## config.mk

```make
export PLATFORM = sky130hd
export DESIGN_NAME = jtcps1_watch_log
export DESIGN_NICKNAME = d
export VERILOG_FILES = /design/src/rtl/jtcps1_watch_pkg.sv /design/src/rtl/jtcps1_watch_fifo.sv /design/src/rtl/jtcps1_watch_log.sv
export SDC_FILE = /design/constraint.sdc
export NUM_CORES = 1
export LEC_CHECK = 0
export ABC_AREA = 1
export CORE_UTILIZATION = 25
export DETAILED_ROUTE_END_ITERATION = 16
export DONT_BUFFER_PORTS = 1
export SETUP_SLACK_MARGIN = 0.15
export SYNTH_ARGS = -nofsm -noshare
export SYNTH_HDL_FRONTEND = slang
export SYNTH_SLANG_ARGS = --single-unit
```

## constraint.sdc

```tcl
create_clock -name clk -period 3.5 [get_ports clk]
set_input_delay 0.525 -clock clk [delete_from_list [all_inputs] [get_ports clk]]
set_output_delay 0.525 -clock clk [all_outputs]
set_load 0.005 [all_outputs]
```

## src/rtl/jtcps1_watch_pkg.sv

```systemverilog
// Shared constants for the CPS1 debug watch path: log entry layout and
// source-index helpers used by the aggregator, logger and status-bus mux.
package jtcps1_watch_pkg;

  localparam int SRC_W   = 4;
  localparam int FRM_W   = 8;
  localparam int POS_W   = 9;
  localparam int ENTRY_W = SRC_W + FRM_W + 2 * POS_W;

  // Bit offsets of each field inside a log entry / dout
  localparam int HCNT_LSB = 0;
  localparam int VCNT_LSB = HCNT_LSB + POS_W;
  localparam int FRM_LSB  = VCNT_LSB + POS_W;
  localparam int SRC_LSB  = FRM_LSB + FRM_W;

  localparam int MAX_SRC = 1 << SRC_W;

  // Index of the lowest set bit; 0 when nothing is set.
  function automatic logic [SRC_W-1:0] lowest_set(input logic [MAX_SRC-1:0] v);
    lowest_set = '0;
    for (int i = MAX_SRC - 1; i >= 0; i--) begin
      if (v[i]) lowest_set = SRC_W'(i);
    end
  endfunction

endpackage

```

## src/rtl/jtcps1_watch_fifo.sv

```systemverilog
// First-word fall-through FIFO for watch log entries; occupancy is tracked
// with an AW+1-bit count so full and empty are unambiguous.
module jtcps1_watch_fifo #(
  parameter int DW    = 30,
  parameter int DEPTH = 16,
  parameter int AW    = 4
) (
  input  logic          clk,
  input  logic          rst,
  input  logic          clr,
  input  logic          push,
  input  logic [DW-1:0] din,
  input  logic          pop,
  output logic [DW-1:0] dout,
  output logic          full,
  output logic          empty
);

  logic [DW-1:0] mem [DEPTH];
  logic [AW-1:0] wr_ptr;
  logic [AW-1:0] rd_ptr;
  logic [AW:0]   count;
  logic          do_push;
  logic          do_pop;

  assign empty = (count == '0);
  assign full  = (count == (AW+1)'(DEPTH));

  // A pop frees a slot in the same cycle, so a full FIFO still accepts a push
  assign do_pop  = pop & ~clr & ~empty;
  assign do_push = push & ~clr & (~full | do_pop);

  assign dout = empty ? '0 : mem[rd_ptr];

  // NOTE: sequential state uses non-blocking assignments so every register
  // samples the pre-edge values of the others, independent of block order.
  always_ff @(posedge clk or posedge rst) begin
    if (rst) begin
      wr_ptr <= '0;
      rd_ptr <= '0;
      count  <= '0;
    end else if (clr) begin
      wr_ptr <= '0;
      rd_ptr <= '0;
      count  <= '0;
    end else begin
      if (do_push) wr_ptr <= wr_ptr + AW'(1);
      if (do_pop)  rd_ptr <= rd_ptr + AW'(1);
      case ({do_push, do_pop})
        2'b10:   count <= count + (AW+1)'(1);
        2'b01:   count <= count - (AW+1)'(1);
        default: count <= count;
      endcase
    end
  end

  // NOTE: the storage array has no reset; stale words are never visible
  // because dout is forced to zero while the FIFO is empty.
  always_ff @(posedge clk) begin
    if (do_push) mem[wr_ptr] <= din;
  end

endmodule

```

## src/rtl/jtcps1_watch_log.sv

```systemverilog
// Watch-strobe logger: turns each rising edge of a watched source into a
// timestamped FIFO entry readable over the debug status bus.
module jtcps1_watch_log
  import jtcps1_watch_pkg::*;
#(
  parameter int W     = 14,
  parameter int DEPTH = 16,
  parameter int AW    = 4
) (
  input  logic               clk,
  input  logic               rst,
  input  logic               pxl_cen,
  input  logic               HB,
  input  logic               VB,
  input  logic [W-1:0]       ev_in,
  input  logic               rd,
  input  logic               clr,
  output logic [ENTRY_W-1:0] dout,
  output logic               empty,
  output logic               ovf,
  output logic [7:0]         drops,
  output logic [W-1:0]       seen
);

  logic             hb_l, vb_l;
  logic [POS_W-1:0] hcnt, vcnt;
  logic [FRM_W-1:0] frame;

  logic [W-1:0]       ev_l;
  logic [W-1:0]       ev_edge;
  logic [W-1:0]       pending;
  logic [W-1:0]       grant;
  logic [SRC_W-1:0]   grant_idx;
  logic               push;
  logic               full;
  logic               drop;
  logic [ENTRY_W-1:0] entry;

  // Raster position; blanking edges are judged on pxl_cen-sampled values
  always_ff @(posedge clk or posedge rst) begin
    if (rst) begin
      hb_l  <= 1'b0;
      vb_l  <= 1'b0;
      hcnt  <= '0;
      vcnt  <= '0;
      frame <= '0;
    end else if (pxl_cen) begin
      hb_l <= HB;
      vb_l <= VB;
      hcnt <= (hb_l & ~HB) ? '0 : hcnt + POS_W'(1);
      if (vb_l & ~VB)      vcnt <= '0;
      else if (~hb_l & HB) vcnt <= vcnt + POS_W'(1);
      if (~vb_l & VB) frame <= frame + FRM_W'(1);
    end
  end

  assign ev_edge   = ev_in & ~ev_l;
  assign grant     = pending & (~pending + W'(1));
  assign grant_idx = lowest_set(MAX_SRC'(pending));
  assign push      = |pending;
  assign drop      = push & full & ~rd;

  // NOTE: every variable written in always_comb gets a default first, so no
  // path leaves it unassigned and no latch is inferred.
  always_comb begin
    entry = '0;
    entry[SRC_LSB  +: SRC_W] = grant_idx;
    entry[FRM_LSB  +: FRM_W] = frame;
    entry[VCNT_LSB +: POS_W] = vcnt;
    entry[HCNT_LSB +: POS_W] = hcnt;
  end

  always_ff @(posedge clk or posedge rst) begin
    if (rst) begin
      ev_l    <= '0;
      pending <= '0;
      seen    <= '0;
      ovf     <= 1'b0;
      drops   <= '0;
    end else begin
      // Tracks the input even during clr so a held level is not re-armed
      ev_l <= ev_in;
      if (clr) begin
        pending <= '0;
        seen    <= '0;
        ovf     <= 1'b0;
        drops   <= '0;
      end else begin
        pending <= (pending & ~grant) | ev_edge;
        seen    <= seen | ev_edge;
        if (drop) begin
          ovf <= 1'b1;
          if (drops != 8'hff) drops <= drops + 8'd1;
        end
      end
    end
  end

  jtcps1_watch_fifo #(
    .DW    (ENTRY_W),
    .DEPTH (DEPTH),
    .AW    (AW)
  ) u_fifo (
    .clk   (clk),
    .rst   (rst),
    .clr   (clr),
    .push  (push),
    .din   (entry),
    .pop   (rd),
    .dout  (dout),
    .full  (full),
    .empty (empty)
  );

endmodule

```

### After elaboration in Yosys (flattened, before gate mapping)

Memories as Yosys holds them, arrays and structs flattened.
Cells that the tools add are included.

* register bits after elaboration: 92
* RAM bits: 480
* bits of input ports: 21
* output and inout port bits: 54
* word-level logic and storage cells: 98
* memories kept: 1

Memory list
* u_fifo.mem: words 16, bits a word 30, read ports 1, clocked after memory_dff 0, write ports 1, line jtcps1_watch_fifo.sv:19 `logic [DW-1:0] mem [DEPTH];`

* add/subtract/negate cells: 9
* equality and inequality tests: 4
* mux-type cells: 33
* bitwise gates (word level): 27
* reduce and logical (&&, ||, !) cells: 11

Operator list (count)
* $mux W4: 18
* $and A14 B14 Y14: 3
* $not A14 Y14: 3
* $mux W30: 1
* $mux W14: 2
* $or A14 B14 Y14: 2
* $mux W9: 3
* $mux W8: 3
* $add A9 B1 Y9 const B: 2
* $add A8 B1 Y8 const B: 2
* $add A14 B1 Y14 const B: 1
* $reduce_or A14 Y1: 1
* $and A1 B1 Y1: 10
* $pmux W5 S2: 1
* $reduce_bool A2 Y1: 5
* $add A4 B1 Y4 const B: 2
* $ne A8 B8 Y1 const B: 1
* $not A1 Y1: 8
* $reduce_and A2 Y1: 3
* $add A5 B1 Y5 const B: 1
* $eq A5 B5 Y1 const B: 1
* $logic_not A5 Y1: 1
* $mux W5: 1
* $sub A5 B1 Y5 const B: 1
* other kinds (5): 8

### Depth between registers and ports, before layout

* depth in word-level cells: 14
* gate-level depth with buffers: 15
* gate-level depth less buffers: 15

### Hierarchy

From an unflattened synthesis, not the netlist that was laid out.

* cell total of the unflattened synthesis: 2089
* area, all modules: 23734.0 µm²

By module, submodules not included
* jtcps1_watch_fifo: times used 1, cells each 1704, area an instance 20198.1 µm², sequential area each 14739.1 µm²
* jtcps1_watch_log: times used 1, cells each 385, area an instance 3535.9 µm², sequential area each 1976.9 µm²

### Least setup slack after synthesis

OpenSTA, ideal clock, no wires.

* kind: reg-to-reg
* start: register u_fifo.count[0]
* end: memory u_fifo.mem[11][0] (enable)
* arrival time: 2434 ps
* data required time: 3083 ps
* setup slack: 649 ps
* cell stages (with the launch flop): 9
* buffers on the path: 0
* cell sequence: dfrtp_1 > nor2_1 > nand4_2 > nand2_2 > nand2_2 > nand2_1 > nor2_4 > nand2_1 > nor2_1

* word-level cells in the longest chain between the ends: 7

Ends and longest elaborated chain
* from (decl): line jtcps1_watch_fifo.sv:22 `logic [AW:0] count;`
* from (signal assigned): line jtcps1_watch_fifo.sv:50 `2'b10: count <= count + (AW+1)'(1);`
* from (signal assigned): line jtcps1_watch_fifo.sv:51 `2'b01: count <= count - (AW+1)'(1);`
* from (signal assigned): line jtcps1_watch_fifo.sv:52 `default: count <= count;`
* $logic_not A5 Y1: line jtcps1_watch_fifo.sv:26 `assign empty = (count == '0);`
* $not A1 Y1: line jtcps1_watch_fifo.sv:30 `assign do_pop = pop & ~clr & ~empty;`
* $and A1 B1 Y1: line jtcps1_watch_fifo.sv:30
* $or A1 B1 Y1 (*): line jtcps1_watch_fifo.sv:31 `assign do_push = push & ~clr & (~full | do_pop);`
* $and A1 B1 Y1 (*): line jtcps1_watch_fifo.sv:31
* $mux W1 (*): line jtcps1_watch_fifo.sv:60 `if (do_push) mem[wr_ptr] <= din;`
* $mux W1 (not written as such) (*): line jtcps1_watch_fifo.sv:60
* to (decl): line jtcps1_watch_fifo.sv:19

Every way passes the cells marked *; elsewhere a longest branch is shown, timed or not.

### Worst setup path after layout

* start: register u_fifo.rd_ptr[0]
* end: output dout[8]

* word-level cells in the longest chain between the ends: 2

Ends and longest elaborated chain
* from (decl): line jtcps1_watch_fifo.sv:21 `logic [AW-1:0] rd_ptr;`
* from (signal assigned): line jtcps1_watch_fifo.sv:48 `if (do_pop) rd_ptr <= rd_ptr + AW'(1);`
* $mem_v2 Z16 W30
* $mux W30: line jtcps1_watch_fifo.sv:33 `assign dout = empty ? '0 : mem[rd_ptr];`
* to (decl): line jtcps1_watch_log.sv:18 `output logic [ENTRY_W-1:0] dout,`

Every way passes these cells.

==> impl_metrics.toml <==
[detailed_routing]
dr_total_vias = 14400
drtAntennaViolNets = 0
routedWlPerCell_um = 18.9
route.detailed.drc = 0
drt-total-wl_um = 58000
drtPass1Iterations = 5
viasPerCell = 4.69
detail_route.iter0.violations = 1270

[flow_run]
drv_cap = 0

[finish]
fin_util_pct = 29.4
fillers = 9111
area_delta_synth_final_pct = 16.8
finalNonFillerCells = 3068
layout-drive-gt1-share_pct = 12.2
stdcell_area_um2 = 26900
diodes = 0
final_nets = 1874

[clock_tree]
cts.clk_slew.worst_paths_ns = 0.07
clockBufferDepth = 3
numCtsBuffers = 52
cts_tree = "built"
clock_latency_ns = 0.60
root_buffer = "clkbuf_16"
clock-sinks = 572
cts_max_level = 2

[placement]
dpl.hpwl_um = 31300
gp_congestion = 0.758
io_buffers = 0
dp_slack_ns = 0.777
dpl_cell_area_um2 = 25000
numPlacedInstances = 2954

[logic_synthesis]
synth_warnings = 0
synth_cells = 1785
yosys_register_bits = 572
synth_sequential_area_ratio_pct = 72.5
syn_nets = 1819
syn_area_um2 = 23100
synth.avg_cell_area_um2 = 12.9
ys_types = 40

[global_routing]
grt_use_total_pct = 12.3
grt_antenna_before_repair = 1
grt_max_degree = 83
grt_overflow = 0
grt_first_pass_wirelength_um = 88000
grt_pass1_vias = 14500

[setup_path]
start_kind = "flop"
arrival_ns = 2.72
crit_type = "flop to primary output"
slowest_delay_ns = 0.56
crit_slowest_cell = "dfrtp_4"
crit_top_cell = "nand2_1"
worst_setup_path_end_kind = "primary output"
cp.required_ns = 2.97
crit_chain = "inv_6 > buf_12 > nor2_1 > o22ai_1 > nand2_1 > o211ai_1 > nand2_1 > a21oi_1 > buf_4"
crit_fanout = 36

[sta]
hold_slack_ns = 0.0351
tns_ns = 0
setup_violations = 0
rsz0062_at_grt = "true"
hold_viol = 0
fin_crit_ns = 3.25
clock.fmax_ghz = 0.308
worstMarginPinSlew_ns = 1.19
fin_ws_ns = 0.255
slew_headroom_pct = 20.4
finalCritPeriodShare_pct = 92.7
fin_worst_skew_ns = 0.0336
slew_viol_final = 0

[power_and_ir_drop]
max-vdd-ir-drop_mv = 0.383
powerDensity_nw_per_um2 = 597
finalPower_mw = 16.1
leakage_nw = 9.44

[outcome]
status = "completed"

[hold_path]
hold_class = "input pin to flop"

[die]
rows = 111
initial_core_util_pct = 25.2
core_area_um2 = 91500
die_h_um = 306
die_area_um2 = 93500
die_x_um = 306
ios = 75
worst paths after layout:
check / start / end / slack [ns] / cells past startpoint
setup / recovery: u_fifo.rd_ptr[0] / dout[8] / 0.25 / 9
hold / removal: pxl_cen / vb_l / 0.04 / 1
setup reg to reg: u_fifo.count[0] / u_fifo.mem[15][26] / 0.92 / 9
hold reg to reg: u_fifo.count[4] / u_fifo.count[4] / 0.51 / 2
max in group asynchronous: rst / pending[3] / 2.30 / 3
min in group asynchronous: rst / u_fifo.count[2] / 0.53 / 2
registers in the layout, indices dropped and copies added (netlist names), 4 cells and up:
| signal | flops |
|---|---|
| u_fifo.count | 5 |
| u_fifo.mem | 480 |
| vcnt | 9 |
| pending | 14 |
| frame | 8 |
| hcnt | 9 |
| u_fifo.rd_ptr | 4 |
| seen | 14 |
| ev_l | 14 |
| u_fifo.wr_ptr | 4 |
| drops | 8 |
timing repair:
item | CTS | global route
setup buffers | 0 | 0
endpoints found under the setup margin | 0 | 22
hold buffers | 17 | 1
resized for setup | 0 | 4
endpoints found under the hold margin | 91 | 1
worst max-delay path: cells and delay by family, from the launching register on:
family | cells | cell delay [ns]
simple gates | 3 | 0.21
compound gates | 3 | 0.60
flops | 1 | 0.56
buf+inv | 3 | 0.74
report_power, final:
part           internal [mW]  total, mW  switching (mW)  leakage, nW
clock network           3.22       5.70            2.49        0.841
logic                  0.617       1.84            1.23         3.09
registers               8.08       8.53           0.458         5.51
metal layers:
metal	vias to the layer above	track usage (%)	wire, um
met5	-	0	10
met4	2	2.58	907
met3	72	2.75	4480
met2	495	19.6	26600
met1	7265	17.0	26100
li1	6553	-	-
synth_stat cells, drive strengths merged:
| master | number | area share (%) |
|---|---|---|
| o211ai | 30 | 0.98 |
| nand3 | 28 | 0.61 |
| ha | 12 | 0.65 |
| xor2 | 15 | 0.57 |
| nor3 | 12 | 0.26 |
| nand2 | 304 | 5.0 |
| xnor2 | 4 | 0.15 |
| a31oi | 1 | 0.027 |
| nor3b | 8 | 0.26 |
| o221a | 30 | 1.5 |
| mux2i | 59 | 2.6 |
| a21boi | 31 | 1.0 |
| dfrtp | 92 | 10 |
| o21a | 2 | 0.065 |
| or2 | 1 | 0.027 |
| o22ai | 62 | 1.7 |
| o21ai | 141 | 3.1 |
| mux2 | 1 | 0.049 |
| buf | 42 | 0.95 |
| nand4 | 6 | 0.19 |
| inv | 84 | 1.4 |
| nor2 | 182 | 3.3 |
| edfxtp | 480 | 63 |
| fa | 1 | 0.087 |
| clkinv | 2 | 0.033 |
| clkbuf | 50 | 0.81 |
| a21oi | 104 | 2.3 |
| o31ai | 1 | 0.033 |
layout make-up:
cell class | count | area [um^2] | share of cell area, %
Sequential cell | 572 | 16700 | 62.1
Multi-Input combinational cell | 1035 | 5740 | 21.3
Inverter | 86 | 335 | 1.25
Clock buffer | 70 | 1450 | 5.38
Clock inverter | 26 | 265 | 0.985
Timing Repair Buffer | 93 | 928 | 3.45
Tap cell | 1186 | 1480 | 5.51
placed cells by master (no fill, tap or decap), types with 31 or more instances in the layout:
| cell type | Yosys | layout |
|---|---|---|
| a21boi_0 | 31 | 31 |
| a21oi_1 | 103 | 100 |
| buf_4 | 7 | 61 |
| clkbuf_16 | 0 | 54 |
| dfrtp_1 | 92 | 90 |
| edfxtp_1 | 480 | 480 |
| inv_1 | 73 | 72 |
| mux2i_1 | 59 | 59 |
| nand2_1 | 299 | 298 |
| nor2_1 | 171 | 155 |
| o21ai_0 | 98 | 98 |
| o21ai_1 | 43 | 43 |
| o22ai_1 | 62 | 62 |
cell families (layout without fill, tap and decap cells):
| family | count (synthesis) | after routing | synth area share, % |
|---|---|---|---|
| xor gates and xnor gates | 19 | 19 | 0.722 |
| adders and majority gates | 13 | 13 | 0.738 |
| DFF | 572 | 572 | 72.5 |
| AOI/OAI and AO/OA | 402 | 402 | 10.6 |
| and+or+nand+nor | 541 | 541 | 9.64 |
| buffers and inverters | 178 | 275 | 3.18 |
| muxes | 60 | 60 | 2.61 |
Power figures use the tool's default switching activity.
